<file path="config.mk">
export PLATFORM = sky130hd
export DESIGN_NAME = psum_sram_accum_flat
export DESIGN_NICKNAME = d
export VERILOG_FILES = /design/src/rtl/psum_sram_accum_if.sv /design/src/rtl/psum_sram_accum.sv /design/src/flat_wrapper.sv
export SDC_FILE = /design/constraint.sdc
export NUM_CORES = 1
export LEC_CHECK = 0
export ABC_AREA = 1
export CAP_MARGIN = 20
export CORE_AREA = 2 2 242 244
export DETAILED_ROUTE_END_ITERATION = 8
export DIE_AREA = 0 0 244 246
export SETUP_SLACK_MARGIN = 0.02
export SLEW_MARGIN = 5
export SYNTH_ARGS = -nofsm -noshare
export SYNTH_HDL_FRONTEND = slang
export SYNTH_SLANG_ARGS = --single-unit
</file>
<file path="constraint.sdc">
create_clock -name clk -period 23 [get_ports clk]
set_input_delay 4.6 -clock clk [delete_from_list [all_inputs] [get_ports clk]]
set_output_delay 4.6 -clock clk [all_outputs]
set_load 0.1 [all_outputs]
</file>
<file path="src/rtl/psum_sram_accum_if.sv">
// Request, drain and status signals of the partial-sum accumulator.
// The master side (MAC array / drain consumer) drives requests; the slave side is the accumulator.
interface psum_sram_accum_if #(
    parameter int LANES  = 8,
    parameter int LANE_W = 19,
    parameter int ADDR_W = 4
);
    logic                      in_valid;
    logic                      in_ready;
    logic                      in_first;
    logic [ADDR_W-1:0]         in_addr;
    logic [LANES*LANE_W-1:0]   in_data;
    logic                      drain_start;
    logic                      out_valid;
    logic                      out_ready;
    logic [LANES*LANE_W-1:0]   out_data;
    logic                      drain_done;
    logic                      busy;
    logic                      sat_flag;

    modport master (
        output in_valid, in_first, in_addr, in_data, drain_start, out_ready,
        input  in_ready, out_valid, out_data, drain_done, busy, sat_flag
    );

    modport slave (
        input  in_valid, in_first, in_addr, in_data, drain_start, out_ready,
        output in_ready, out_valid, out_data, drain_done, busy, sat_flag
    );
endinterface

</file>
<file path="src/rtl/psum_sram_accum.sv">
// Read-modify-write saturating accumulator in front of a single-port partial-sum SRAM,
// with a full sequential drain of every entry to the output path.
module psum_sram_accum #(
    parameter int LANES  = 8,
    parameter int LANE_W = 19,
    parameter int ADDR_W = 4,
    parameter int DEPTH  = 16
) (
    input  logic                    clk,
    input  logic                    reset,
    psum_sram_accum_if.slave        bus,
    output logic                    sram_cen,
    output logic                    sram_wen,
    output logic [ADDR_W-1:0]       sram_a,
    output logic [LANES*LANE_W-1:0] sram_d,
    input  logic [LANES*LANE_W-1:0] sram_q
);
    localparam int WORD_W = LANES * LANE_W;

    typedef enum logic [2:0] {
        IDLE   = 3'd0,
        RD     = 3'd1,
        WR     = 3'd2,
        DR_RD  = 3'd3,
        DR_OUT = 3'd4
    } state_t;

    state_t              state_q, state_d;
    logic [ADDR_W-1:0]   addr_q, addr_d;
    logic [ADDR_W-1:0]   cnt_q, cnt_d;
    logic [WORD_W-1:0]   data_q, data_d;
    logic                first_q, first_d;
    logic                sat_q, sat_d;
    logic                done_q, done_d;

    logic                accept;
    logic                drain_go;
    logic                last_word;
    logic [WORD_W-1:0]   sum_word;
    logic [LANES-1:0]    lane_sat;

    assign bus.in_ready   = (state_q == IDLE) && !bus.drain_start;
    assign bus.busy       = (state_q != IDLE);
    assign bus.out_data   = sram_q;
    assign bus.drain_done = done_q;
    assign bus.sat_flag   = sat_q;

    assign accept    = bus.in_valid && bus.in_ready;
    assign drain_go  = (state_q == IDLE) && bus.drain_start;
    assign last_word = (cnt_q == ADDR_W'(DEPTH - 1));

    // Per-lane signed add one bit wider; a sign mismatch in the top two bits means overflow.
    generate
        for (genvar gi = 0; gi < LANES; gi++) begin : g_lane
            logic signed [LANE_W-1:0] lane_a;
            logic signed [LANE_W-1:0] lane_b;
            logic signed [LANE_W:0]   lane_sum;
            logic                     lane_ovf;

            assign lane_a   = sram_q[gi*LANE_W +: LANE_W];
            assign lane_b   = data_q[gi*LANE_W +: LANE_W];
            assign lane_sum = {lane_a[LANE_W-1], lane_a} + {lane_b[LANE_W-1], lane_b};
            assign lane_ovf = lane_sum[LANE_W] ^ lane_sum[LANE_W-1];
            assign lane_sat[gi] = lane_ovf;
            assign sum_word[gi*LANE_W +: LANE_W] =
                !lane_ovf         ? lane_sum[LANE_W-1:0] :
                lane_sum[LANE_W]  ? {1'b1, {(LANE_W-1){1'b0}}} :
                                    {1'b0, {(LANE_W-1){1'b1}}};
        end
    endgenerate

    always_ff @(posedge clk) begin
        if (reset) begin
            state_q <= IDLE;
        end else begin
            state_q <= state_d;
        end
    end

    always_comb begin
        state_d = state_q;
        case (state_q)
            IDLE: begin
                if (drain_go) begin
                    state_d = DR_RD;
                end else if (accept) begin
                    state_d = bus.in_first ? WR : RD;
                end
            end
            RD:     state_d = WR;
            WR:     state_d = IDLE;
            DR_RD:  state_d = DR_OUT;
            DR_OUT: begin
                if (bus.out_ready) begin
                    state_d = last_word ? IDLE : DR_RD;
                end
            end
            default: state_d = IDLE;
        endcase
    end

    // SRAM pins idle (CEN high) everywhere except the three access states.
    always_comb begin
        sram_cen      = 1'b1;
        sram_wen      = 1'b1;
        sram_a        = addr_q;
        sram_d        = data_q;
        bus.out_valid = 1'b0;
        case (state_q)
            RD: begin
                sram_cen = 1'b0;
            end
            WR: begin
                sram_cen = 1'b0;
                sram_wen = 1'b0;
                sram_d   = first_q ? data_q : sum_word;
            end
            DR_RD: begin
                sram_cen = 1'b0;
                sram_a   = cnt_q;
            end
            DR_OUT: begin
                bus.out_valid = 1'b1;
            end
            default: ;
        endcase
    end

    always_comb begin
        addr_d  = addr_q;
        data_d  = data_q;
        first_d = first_q;
        cnt_d   = cnt_q;
        sat_d   = sat_q;
        done_d  = 1'b0;
        if (accept) begin
            addr_d  = bus.in_addr;
            data_d  = bus.in_data;
            first_d = bus.in_first;
        end
        if (drain_go) begin
            cnt_d = '0;
            sat_d = 1'b0;
        end
        if ((state_q == WR) && !first_q && (|lane_sat)) begin
            sat_d = 1'b1;
        end
        if ((state_q == DR_OUT) && bus.out_ready) begin
            if (last_word) begin
                done_d = 1'b1;
            end else begin
                cnt_d = cnt_q + ADDR_W'(1);
            end
        end
    end

    // Holding registers need no reset: they are always loaded before use.
    always_ff @(posedge clk) begin
        addr_q  <= addr_d;
        data_q  <= data_d;
        first_q <= first_d;
        if (reset) begin
            cnt_q  <= '0;
            sat_q  <= 1'b0;
            done_q <= 1'b0;
        end else begin
            cnt_q  <= cnt_d;
            sat_q  <= sat_d;
            done_q <= done_d;
        end
    end
endmodule

</file>
<file path="src/flat_wrapper.sv">
// flat-port wrapper written by rule: the top's interface ports become plain ports
module psum_sram_accum_flat 
#(
    parameter int LANES  = 8,
    parameter int LANE_W = 19,
    parameter int ADDR_W = 4,
    parameter int DEPTH  = 16
)
  (clk, reset, sram_cen, sram_wen, sram_a, sram_d, sram_q, bus_in_valid, bus_in_first, bus_in_addr, bus_in_data, bus_drain_start, bus_out_ready, bus_in_ready, bus_out_valid, bus_out_data, bus_drain_done, bus_busy, bus_sat_flag);
  psum_sram_accum_if #(.LANES(LANES), .LANE_W(LANE_W), .ADDR_W(ADDR_W)) bus_i ();
  input  logic clk;
  input  logic reset;
  output logic sram_cen;
  output logic sram_wen;
  output logic [ADDR_W-1:0] sram_a;
  output logic [LANES*LANE_W-1:0] sram_d;
  input  logic [LANES*LANE_W-1:0] sram_q;
  input wire logic [$bits(bus_i.in_valid)-1:0] bus_in_valid;
  input wire logic [$bits(bus_i.in_first)-1:0] bus_in_first;
  input wire logic [$bits(bus_i.in_addr)-1:0] bus_in_addr;
  input wire logic [$bits(bus_i.in_data)-1:0] bus_in_data;
  input wire logic [$bits(bus_i.drain_start)-1:0] bus_drain_start;
  input wire logic [$bits(bus_i.out_ready)-1:0] bus_out_ready;
  output wire logic [$bits(bus_i.in_ready)-1:0] bus_in_ready;
  output wire logic [$bits(bus_i.out_valid)-1:0] bus_out_valid;
  output wire logic [$bits(bus_i.out_data)-1:0] bus_out_data;
  output wire logic [$bits(bus_i.drain_done)-1:0] bus_drain_done;
  output wire logic [$bits(bus_i.busy)-1:0] bus_busy;
  output wire logic [$bits(bus_i.sat_flag)-1:0] bus_sat_flag;
  assign bus_i.in_valid = bus_in_valid;
  assign bus_i.in_first = bus_in_first;
  assign bus_i.in_addr = bus_in_addr;
  assign bus_i.in_data = bus_in_data;
  assign bus_i.drain_start = bus_drain_start;
  assign bus_i.out_ready = bus_out_ready;
  assign bus_in_ready = bus_i.in_ready;
  assign bus_out_valid = bus_i.out_valid;
  assign bus_out_data = bus_i.out_data;
  assign bus_drain_done = bus_i.drain_done;
  assign bus_busy = bus_i.busy;
  assign bus_sat_flag = bus_i.sat_flag;
  psum_sram_accum #(.LANES(LANES), .LANE_W(LANE_W), .ADDR_W(ADDR_W), .DEPTH(DEPTH)) u_core (.clk(clk), .reset(reset), .bus(bus_i), .sram_cen(sram_cen), .sram_wen(sram_wen), .sram_a(sram_a), .sram_d(sram_d), .sram_q(sram_q));
endmodule
</file>
==> metrics.cfg <==
[status]
status=finished clean

[placed_design]
dp_slack_ps=8420
dpl.hpwl_microns=56200
gp_congestion=0.931
portBuffers=628
place_inst=3596

[power_and_ir_drop]
leakage_nw=10.7
power_density_nw_per_um2=67.4
peakVddDrop_v=0.0000596

[critical_path]
reg2reg_depth=21
path_cells=clkdlybuf4s50_1 > ha_1 > fa_1 > nand2_1 > nand2_1 > nand2_1 > nand2_1 > nand4_1 > nand2_1 > nand2_1 > nand2_1 > nand2_1 > nand2_1 > a21oi_1 > xor2_1 > ha_1 > nand3_2 > nand2_2 > inv_1 > a21boi_0 > clkdlybuf4s50_1
reg2reg_to=u_core.bus.sat_flag$_SDFFE_PP0P_
worstSetupEndpointType=output port
critPathSlowestCell=clkdlybuf4s50_1
crit_type=input port to output port
r2r-start=u_core.data_q[114]$_DFFE_PP_
crit_top_cell=nand2_1
startpoint_type=input port
max_stage_delay_ps=1250
cp-endpoint=sram_d[40]
cpLargestDelayFamily=buffers and inverters
worst_ep_required_time_ps=18400
cp_num_cells=21
rrSetupSlack_ps=18310
worstPathArrival_ps=9960
startpoint=sram_q[38]
path_max_fanout=13
critPathBufInv=3

[final_layout]
final_cells=3634
drive_gt1_share_pct=10.3
layout_commonest_cell=clkdlybuf4s50_1
synthToLayoutAreaGrowth_pct=36.4
nFillCells=5846
final_nets=3339
final_cell_mix=clkdlybuf4s50_1, nand2_1, inv_1
multiInputGateArea_sq_um=10900
register_area_sq_um=4890

[cts]
cts_tree=built
cts-root-buf=clkbuf_16
cts_setup_buffers=0
worstSkewPairLatency_ps=500
numCtsBuffers=17
post_cts_resized=0
clk_path_buf_depth=2
cts_sinks=166
clkTransAtPathRegs_ps=90
ctsHoldBuffers=0
htree_levels=4

[detailed_routing]
wl_microns=68000
ant_nets=0
drt_iter0_markers=942
drt_pass1_iterations=5
viasPerCell=4.94
wl_per_cell_microns=18.7
drc=0
num_vias=17900

[hold_path]
hold_class=flop to flop
min_path_cells=2

[timing]
fin_tns_setup_ps=0
setup_ws_ps=8440
worst_slew_pin_slew_ps=1140
slew_headroom_pct=23.8
fmax_mhz=68.7
rsz0062_at_grt=false
fin_crit_ps=14560
finClkSkew_ps=17.6
finalMaxSlewViolations=0
whs_ps=474
hold_viol=0
finalCritPeriodShare_pct=63.3
setup_viol_count_final=0

[grt]
track_usage_pct=21.8
grt_first_pass_wirelength_microns=100000
grt_pass1_vias=17500
antenna_found_initial=10
grt-ovfl-total=0
grt_max_degree=66

[floorplanning]
start_util_pct=31.5
core_area_sq_um=57400
row_count=88
die_height_microns=246
die_area_sq_um=60000
die_w_microns=244
io_pins=629

[synthesis]
syn-cell-area_sq_um=18100
syn_area_per_cell_sq_um=7.56
synthArstFlopShare_pct=0
synth_edf_count=157
yosysUniqueCellTypes=54
seq_area_frac_synth_pct=27.1
syn_inst=2388
yosysWarnings=0
synth_seq_cells=166
syn_nets=2877
synth_flop_cell=edfxtp_1

[job]
maxCapViolations=0

-- through the flow --
step | util (%) | cell area (sq um) | total power, mW
after global routing | 42.9 | 24600 | 1.74
after floorplan | - | 18100 | 1.10
after global placement | 41.7 | 23900 | 1.34
final | 42.9 | 24600 | 1.66
after CTS | 42.9 | 24600 | 1.68
after detailed placement | 41.8 | 24000 | 1.35
-- how the worst min path moves through the flow --
stage,end,startpoint
after floorplan,u_core.cnt_q[1]$_SDFF_PP0_,u_core.cnt_q[1]$_SDFF_PP0_
after global placement,u_core.bus.sat_flag$_SDFFE_PP0P_,u_core.bus.sat_flag$_SDFFE_PP0P_
after detailed placement,u_core.bus.sat_flag$_SDFFE_PP0P_,u_core.bus.sat_flag$_SDFFE_PP0P_
after CTS,u_core.bus.sat_flag$_SDFFE_PP0P_,u_core.bus.sat_flag$_SDFFE_PP0P_
after global routing,u_core.bus.sat_flag$_SDFFE_PP0P_,u_core.bus.sat_flag$_SDFFE_PP0P_
final,u_core.bus.sat_flag$_SDFFE_PP0P_,u_core.bus.sat_flag$_SDFFE_PP0P_
-- synthesized netlist by cell type (all sizes together) (34+ instances only) --
library cell	count	area [sq um]
a21boi	81	796
a21oi	220	1120
buf	176	1340
edfxtp	157	4710
ha	167	2090
inv	234	878
nand2	521	2020
nand3	150	796
nand4	37	238
nor2	149	614
nor3	34	170
o21ai	124	632
or2	138	863
-- cells by family after synthesis --
logic type	share of synthesized area, %
muxes	0.180
adders and majority gates	12.5
xor gates and xnor gates	1.60
DFF	27.1
AOI/OAI and AO/OA	19.0
and+or+nand+nor	27.0
buffers and inverters	12.7
-- worst reg2reg max path, stage by stage (launching register included) --
cell and delay (ps):
edfxtp_1 440, ha_1 280, fa_1 440, nand2_1 80, nand2_1 50, nand2_1 50
nand2_1 90, nand4_1 90, nand2_1 130, nand2_1 120, nand2_1 70, nand2_1 70
nand2_1 60, a21oi_1 240, xor2_1 200, ha_1 380, inv_1 480, nand4_1 350
nor4_1 540, nand3_1 150, nand2_1 190, a21oi_1 90
-- state kept, by name (all words and copies together) (netlist names) --
name                   flops
u_core.data_q            152
u_core.addr_q              4
u_core.cnt_q               4
u_core.state_q             3
u_core.bus.drain_done      1
u_core.bus.sat_flag        1
u_core.first_q             1
-- layout make-up --
type | instances | area share [%]
clock inverters | 15 | 0.858
repair buffers | 635 | 25.8
clock buffers | 17 | 1.73
diodes | 6 | 0.0610
well taps | 765 | 3.89
inverters | 236 | 3.60
multi-input cells | 1794 | 44.2
flip-flops and latches | 166 | 19.9
-- power breakdown --
| group | switching (mW) | internal [mW] |
|---|---|---|
| clock network | 0.168 | 0.151 |
| logic | 0.702 | 0.276 |
| registers | 0.0104 | 0.352 |
| total | 0.881 | 0.779 |
-- layer usage --
layer	GRT usage, %	vias up	share of wire (%)
li1	-	8962	-
met1	26.6	8357	42
met2	38.2	554	50
met3	5.14	64	6.0
met4	5.97	6	1.8
met5	0	-	0.065
(Power assumes the default switching activity.)
